`src/rtl/pipe_mux.sv`:
```
// pipe_mux: registered N-to-1 selector with a valid/ready handshake.
// Each accepted beat is captured as {data, sel, err} and presented one cycle later.
// Selects past the last channel yield zero data with err set.
// Optional build macro PIPE_MUX_SKID_EN adds a one-entry skid register so that
// in_ready is a flop with no combinational path from out_ready.
module pipe_mux #(
  parameter int unsigned  WIDTH  = 32,
  parameter int unsigned  NUM_IN = 4,
  localparam int unsigned SEL_W  = $clog2(NUM_IN)
) (
  input  logic                    clk,
  input  logic                    rst,
  input  logic [NUM_IN*WIDTH-1:0] in_data,
  input  logic [SEL_W-1:0]        sel,
  input  logic                    in_valid,
  output logic                    in_ready,
  input  logic                    flush,
  output logic [WIDTH-1:0]        out_data,
  output logic [SEL_W-1:0]        out_sel,
  output logic                    out_err,
  output logic                    out_valid,
  input  logic                    out_ready
);

  logic [WIDTH-1:0] beat_data;
  logic             beat_err;
  logic             accept;

  logic             out_valid_q, out_valid_d;
  logic [WIDTH-1:0] out_data_q, out_data_d;
  logic [SEL_W-1:0] out_sel_q, out_sel_d;
  logic             out_err_q, out_err_d;

  // Decode the incoming beat; an unmatched select yields zero data with err set.
  always_comb begin
    beat_data = '0;
    beat_err  = 1'b1;
    for (int unsigned k = 0; k < NUM_IN; k++) begin
      if (sel == SEL_W'(k)) begin
        beat_data = in_data[k*WIDTH +: WIDTH];
        beat_err  = 1'b0;
      end
    end
  end

`ifdef PIPE_MUX_SKID_EN
  logic             skid_valid_q, skid_valid_d;
  logic [WIDTH-1:0] skid_data_q, skid_data_d;
  logic [SEL_W-1:0] skid_sel_q, skid_sel_d;
  logic             skid_err_q, skid_err_d;
  logic             in_ready_q, in_ready_d;

  assign in_ready = in_ready_q;
  assign accept   = in_valid && in_ready_q;

  // Output stage refills from skid first (older beat), else from the input.
  always_comb begin
    out_valid_d  = out_valid_q;
    out_data_d   = out_data_q;
    out_sel_d    = out_sel_q;
    out_err_d    = out_err_q;
    skid_valid_d = skid_valid_q;
    skid_data_d  = skid_data_q;
    skid_sel_d   = skid_sel_q;
    skid_err_d   = skid_err_q;
    if (flush) begin
      out_valid_d  = 1'b0;
      skid_valid_d = 1'b0;
    end else if (!out_valid_q || out_ready) begin
      if (skid_valid_q) begin
        // in_ready_q is low whenever skid is full, so no accept can collide here.
        out_valid_d  = 1'b1;
        out_data_d   = skid_data_q;
        out_sel_d    = skid_sel_q;
        out_err_d    = skid_err_q;
        skid_valid_d = 1'b0;
      end else if (accept) begin
        out_valid_d = 1'b1;
        out_data_d  = beat_data;
        out_sel_d   = sel;
        out_err_d   = beat_err;
      end else begin
        out_valid_d = 1'b0;
      end
    end else if (accept) begin
      skid_valid_d = 1'b1;
      skid_data_d  = beat_data;
      skid_sel_d   = sel;
      skid_err_d   = beat_err;
    end
    in_ready_d = !skid_valid_d;
  end

  // Skid entry and registered ready.
  always_ff @(posedge clk or posedge rst) begin
    if (rst) begin
      skid_valid_q <= 1'b0;
      skid_data_q  <= '0;
      skid_sel_q   <= '0;
      skid_err_q   <= 1'b0;
      in_ready_q   <= 1'b1;
    end else begin
      skid_valid_q <= skid_valid_d;
      skid_data_q  <= skid_data_d;
      skid_sel_q   <= skid_sel_d;
      skid_err_q   <= skid_err_d;
      in_ready_q   <= in_ready_d;
    end
  end
`else
  assign in_ready = !out_valid_q || out_ready;
  assign accept   = in_valid && in_ready;

  // Single output stage: load on accept, drain on output transfer, clear on flush.
  always_comb begin
    out_valid_d = out_valid_q;
    out_data_d  = out_data_q;
    out_sel_d   = out_sel_q;
    out_err_d   = out_err_q;
    if (flush) begin
      out_valid_d = 1'b0;
    end else if (accept) begin
      out_valid_d = 1'b1;
      out_data_d  = beat_data;
      out_sel_d   = sel;
      out_err_d   = beat_err;
    end else if (out_ready) begin
      out_valid_d = 1'b0;
    end
  end
`endif

  // Output register.
  always_ff @(posedge clk or posedge rst) begin
    if (rst) begin
      out_valid_q <= 1'b0;
      out_data_q  <= '0;
      out_sel_q   <= '0;
      out_err_q   <= 1'b0;
    end else begin
      out_valid_q <= out_valid_d;
      out_data_q  <= out_data_d;
      out_sel_q   <= out_sel_d;
      out_err_q   <= out_err_d;
    end
  end

  assign out_valid = out_valid_q;
  assign out_data  = out_data_q;
  assign out_sel   = out_sel_q;
  assign out_err   = out_err_q;

endmodule
```
`config.mk`:
```
export PLATFORM = sky130hd
export DESIGN_NAME = pipe_mux
export DESIGN_NICKNAME = d
export VERILOG_FILES = /design/src/rtl/pipe_mux.sv
export SDC_FILE = /design/constraint.sdc
export NUM_CORES = 1
export LEC_CHECK = 0
export CORE_MARGIN = 4
export CORE_UTILIZATION = 31
export DETAILED_ROUTE_END_ITERATION = 7
export GPL_TIMING_DRIVEN = 0
export PLACE_DENSITY = 0.88
export REMOVE_ABC_BUFFERS = 1
export SYNTH_ARGS = -nofsm -noshare
export SYNTH_HDL_FRONTEND = slang
export SYNTH_SLANG_ARGS = --single-unit
```
`constraint.sdc`:
```
create_clock -name clk -period 1.49 [get_ports clk]
set_input_delay 0.298 -clock clk [delete_from_list [all_inputs] [get_ports clk]]
set_output_delay 0.298 -clock clk [all_outputs]
set_load 0.005 [all_outputs]
```
==> flow_metrics.py <==
metrics = {
    "outcome": {
        "outcome": "complete, but fails checks",
        "violations": "negative setup slack",
    },
    "finish": {
        "antennaDiodeCount": 0,
        "area_growth_pct": 93.3,
        "fill_cells": 559,
        "final_layout_size_suffix_gt1_frac": 0.303,
        "nets": 441,
        "finalNonFillerCells": 406,
        "register_area_sq_um": 901,
        "multi_input_area_sq_um": 1290,
    },
    "sta": {
        "fmax_ghz": 0.660,
        "worstMarginPinSlew_ps": 774,
        "clock_skew_ps": 6.72,
        "hold_viol": 0,
        "slew_violations": 0,
        "fin_ws_ps": -24.7,
        "period_minus_slack_ps": 1510,
        "setup_violations": 22,
        "rsz0062_at_grt": "yes",
        "finalSetupTns_ps": -296,
        "final.period_utilization": 1.02,
        "relSlewSlack": 0.483,
    },
    "worst_setup_path": {
        "worstSetupEndpointType": "register",
        "r2r-end": "out_data[20]",
        "cp_max_fo": 7,
        "cp.required_ps": 1650,
        "r2r_slack_ps": -10,
        "cp-start-kind": "input pin",
        "crit_start": "in_valid",
        "crit_end": "out_data[20]",
        "r2r_start": "out_valid",
        "cp.arrival_ps": 1680,
        "critical_path_class": "input pin to register",
        "ff2ff_path_depth": 5,
    },
    "clock_tree": {
        "ctsHoldBuffers": 0,
        "h-tree-depth": 2,
        "worst_skew_pair.late_latency_ps": 280,
        "cts_tree": "done",
        "cts_sinks": 36,
        "cts_buffers": 5,
        "clkTransAtPathRegs_ps": 70,
        "clock-root-buffer": "clkbuf_8",
        "clockBufferDepth": 2,
    },
    "detailed_routing": {
        "dr.first_iter.drc_count": 37,
        "ant_nets": 0,
        "vias": 1934,
        "vias_per_cell": 4.76,
        "wl_um": 7350,
        "drtPass1Iterations": 4,
        "drc": 0,
        "post_drt_wl_per_cell_um": 18.1,
    },
    "power_and_ir_drop": {
        "power_mw": 3.62,
        "p_per_area_nw_per_um2": 813,
        "irDropWorstVdd_mv": 0.349,
        "p_leak_nw": 1.97,
    },
    "place": {
        "dp_hpwl_um": 5650,
        "portBuffers": 171,
        "gp_congestion": 0.713,
        "dp_cells": 383,
        "dpl_worst_slack_ps": -639,
    },
    "die": {
        "die_h_um": 94.2,
        "rows": 31,
        "core_sq_um": 7250,
        "die_area_sq_um": 8870,
        "initial_core_util": 0.317,
        "die_x_um": 94.2,
        "io_pins": 172,
    },
    "synthesis": {
        "synth.top_cell.area_share": 0.391,
        "ys_ff_latch": 36,
        "seq_area_frac_synth": 0.391,
        "synthTopCellsByArea": "dfrtp_1 (39%), mux4_2 (28%), mux2_4 (19%)",
        "netlist_area_sq_um": 2300,
        "netlist_instances": 120,
        "yosysTopAreaCell": "dfrtp_1",
        "syn-mean-instance-area_sq_um": 19.2,
        "yosysWarnings": 0,
        "yosysUniqueCellTypes": 14,
    },
    "min_path": {
        "hold_path.class": "input pin to async pin",
    },
    "global_routing": {
        "antenna_found_initial": 0,
        "grt_pass1_vias": 2209,
        "grt_start_max_net_pins": 34,
        "grt_usage": 0.159,
        "grt_first_pass_wirelength_um": 10800,
        "overflow": 0,
    },
    "job": {
        "cap_violations": 0,
    },
}
## critical path, stage by stage
cell and delay, ps:
clkdlybuf4s50_1 500, nor3b_4 240, buf_12 180, clkbuf_16 170, mux2_4 290
## power breakdown
group | internal, mW | total (mW) | leakage (nW) | switching [mW]
Clock | 0.497 | 0.834 | 0.0552 | 0.338
Combinational | 1.12 | 1.49 | 1.49 | 0.376
Sequential | 1.18 | 1.29 | 0.427 | 0.111
## what timing repair did
item | in CTS | in global routing
endpoints found under the setup margin | 37 | 59
buffers inserted | 2 | 11
pin swaps | 1 | 1
hold endpoints to repair | 0 | 0
cloned | 0 | 2
resized for setup | 10 | 26
## how the worst min path moves through the flow
stage	to	slack (ps)	cells after the start
global route	out_data[8]	510	2
global placement	out_err	480	1
detailed placement	out_err	490	1
CTS	out_valid	470	4
finish	out_data[8]	460	2
floorplan	out_valid	360	1
## cell usage in the layout, fill, tap and decap left out
master and count:
mux4_2 29, nor2b_4 1, clkbuf_8 5, dlymetal6s2s_1 20, nor2_1 2, dlygate4sd2_1 2
clkinv_2 1, mux4_1 3, buf_12 2, bufinv_16 1, clkbuf_1 1, buf_16 3
buf_6 1, clkbuf_16 2, dfrtp_1 36, buf_4 12, mux2_4 34, clkbuf_4 1
nor3b_4 1, clkdlybuf4s15_1 1, nor2b_1 1, inv_1 2, clkdlybuf4s50_1 146
## routing by layer
layer  up-vias  global-route usage  wire [um]
met5         -                   0          0
met4         0              0.0529        109
met3         8              0.0425        628
met2       111               0.300       3890
met1       958               0.168       2720
li1        857                   -          -
## cell type report
cell class,count,share of cell area
multi-input combinational,71,0.290
clock inverter,2,0.00787
timing repair buffer,190,0.454
sequential,36,0.202
tap,99,0.0278
inverter,2,0.00169
clock buffer,6,0.0163
## cell usage after synthesis
cell type	count
dfrtp_1	36
mux2_4	29
mux4_2	29
mux2_2	5
buf_6	4
buf_12	3
buf_2	3
mux4_1	3
inv_1	2
nor2_1	2
clkbuf_1	1
nor2b_1	1
nor2b_4	1
nor3b_4	1
## cells by family after synthesis
logic type             Yosys count  share of synthesized area
and+or+nand+nor                  5                     0.0201
muxes                           66                      0.532
DFF                             36                      0.391
buffers and inverters           13                     0.0571
## sequential cells by signal (all words and copies together) (netlist names)
| name | count |
|---|---|
| out_valid | 1 |
| out_err | 1 |
| out_sel | 2 |
| out_data | 32 |
## metrics by stage
| stage | hold WS (ps) | instance area [sq um] | utilization |
|---|---|---|---|
| after floorplan | 364 | 2180 | - |
| after global placement | 483 | 4010 | 0.553 |
| after detailed placement | 494 | 4080 | 0.563 |
| after CTS | 471 | 4240 | 0.585 |
| after global routing | 508 | 4450 | 0.613 |
| final | 456 | 4450 | 0.613 |
No activity file was read; power rests on OpenSTA's default activity.
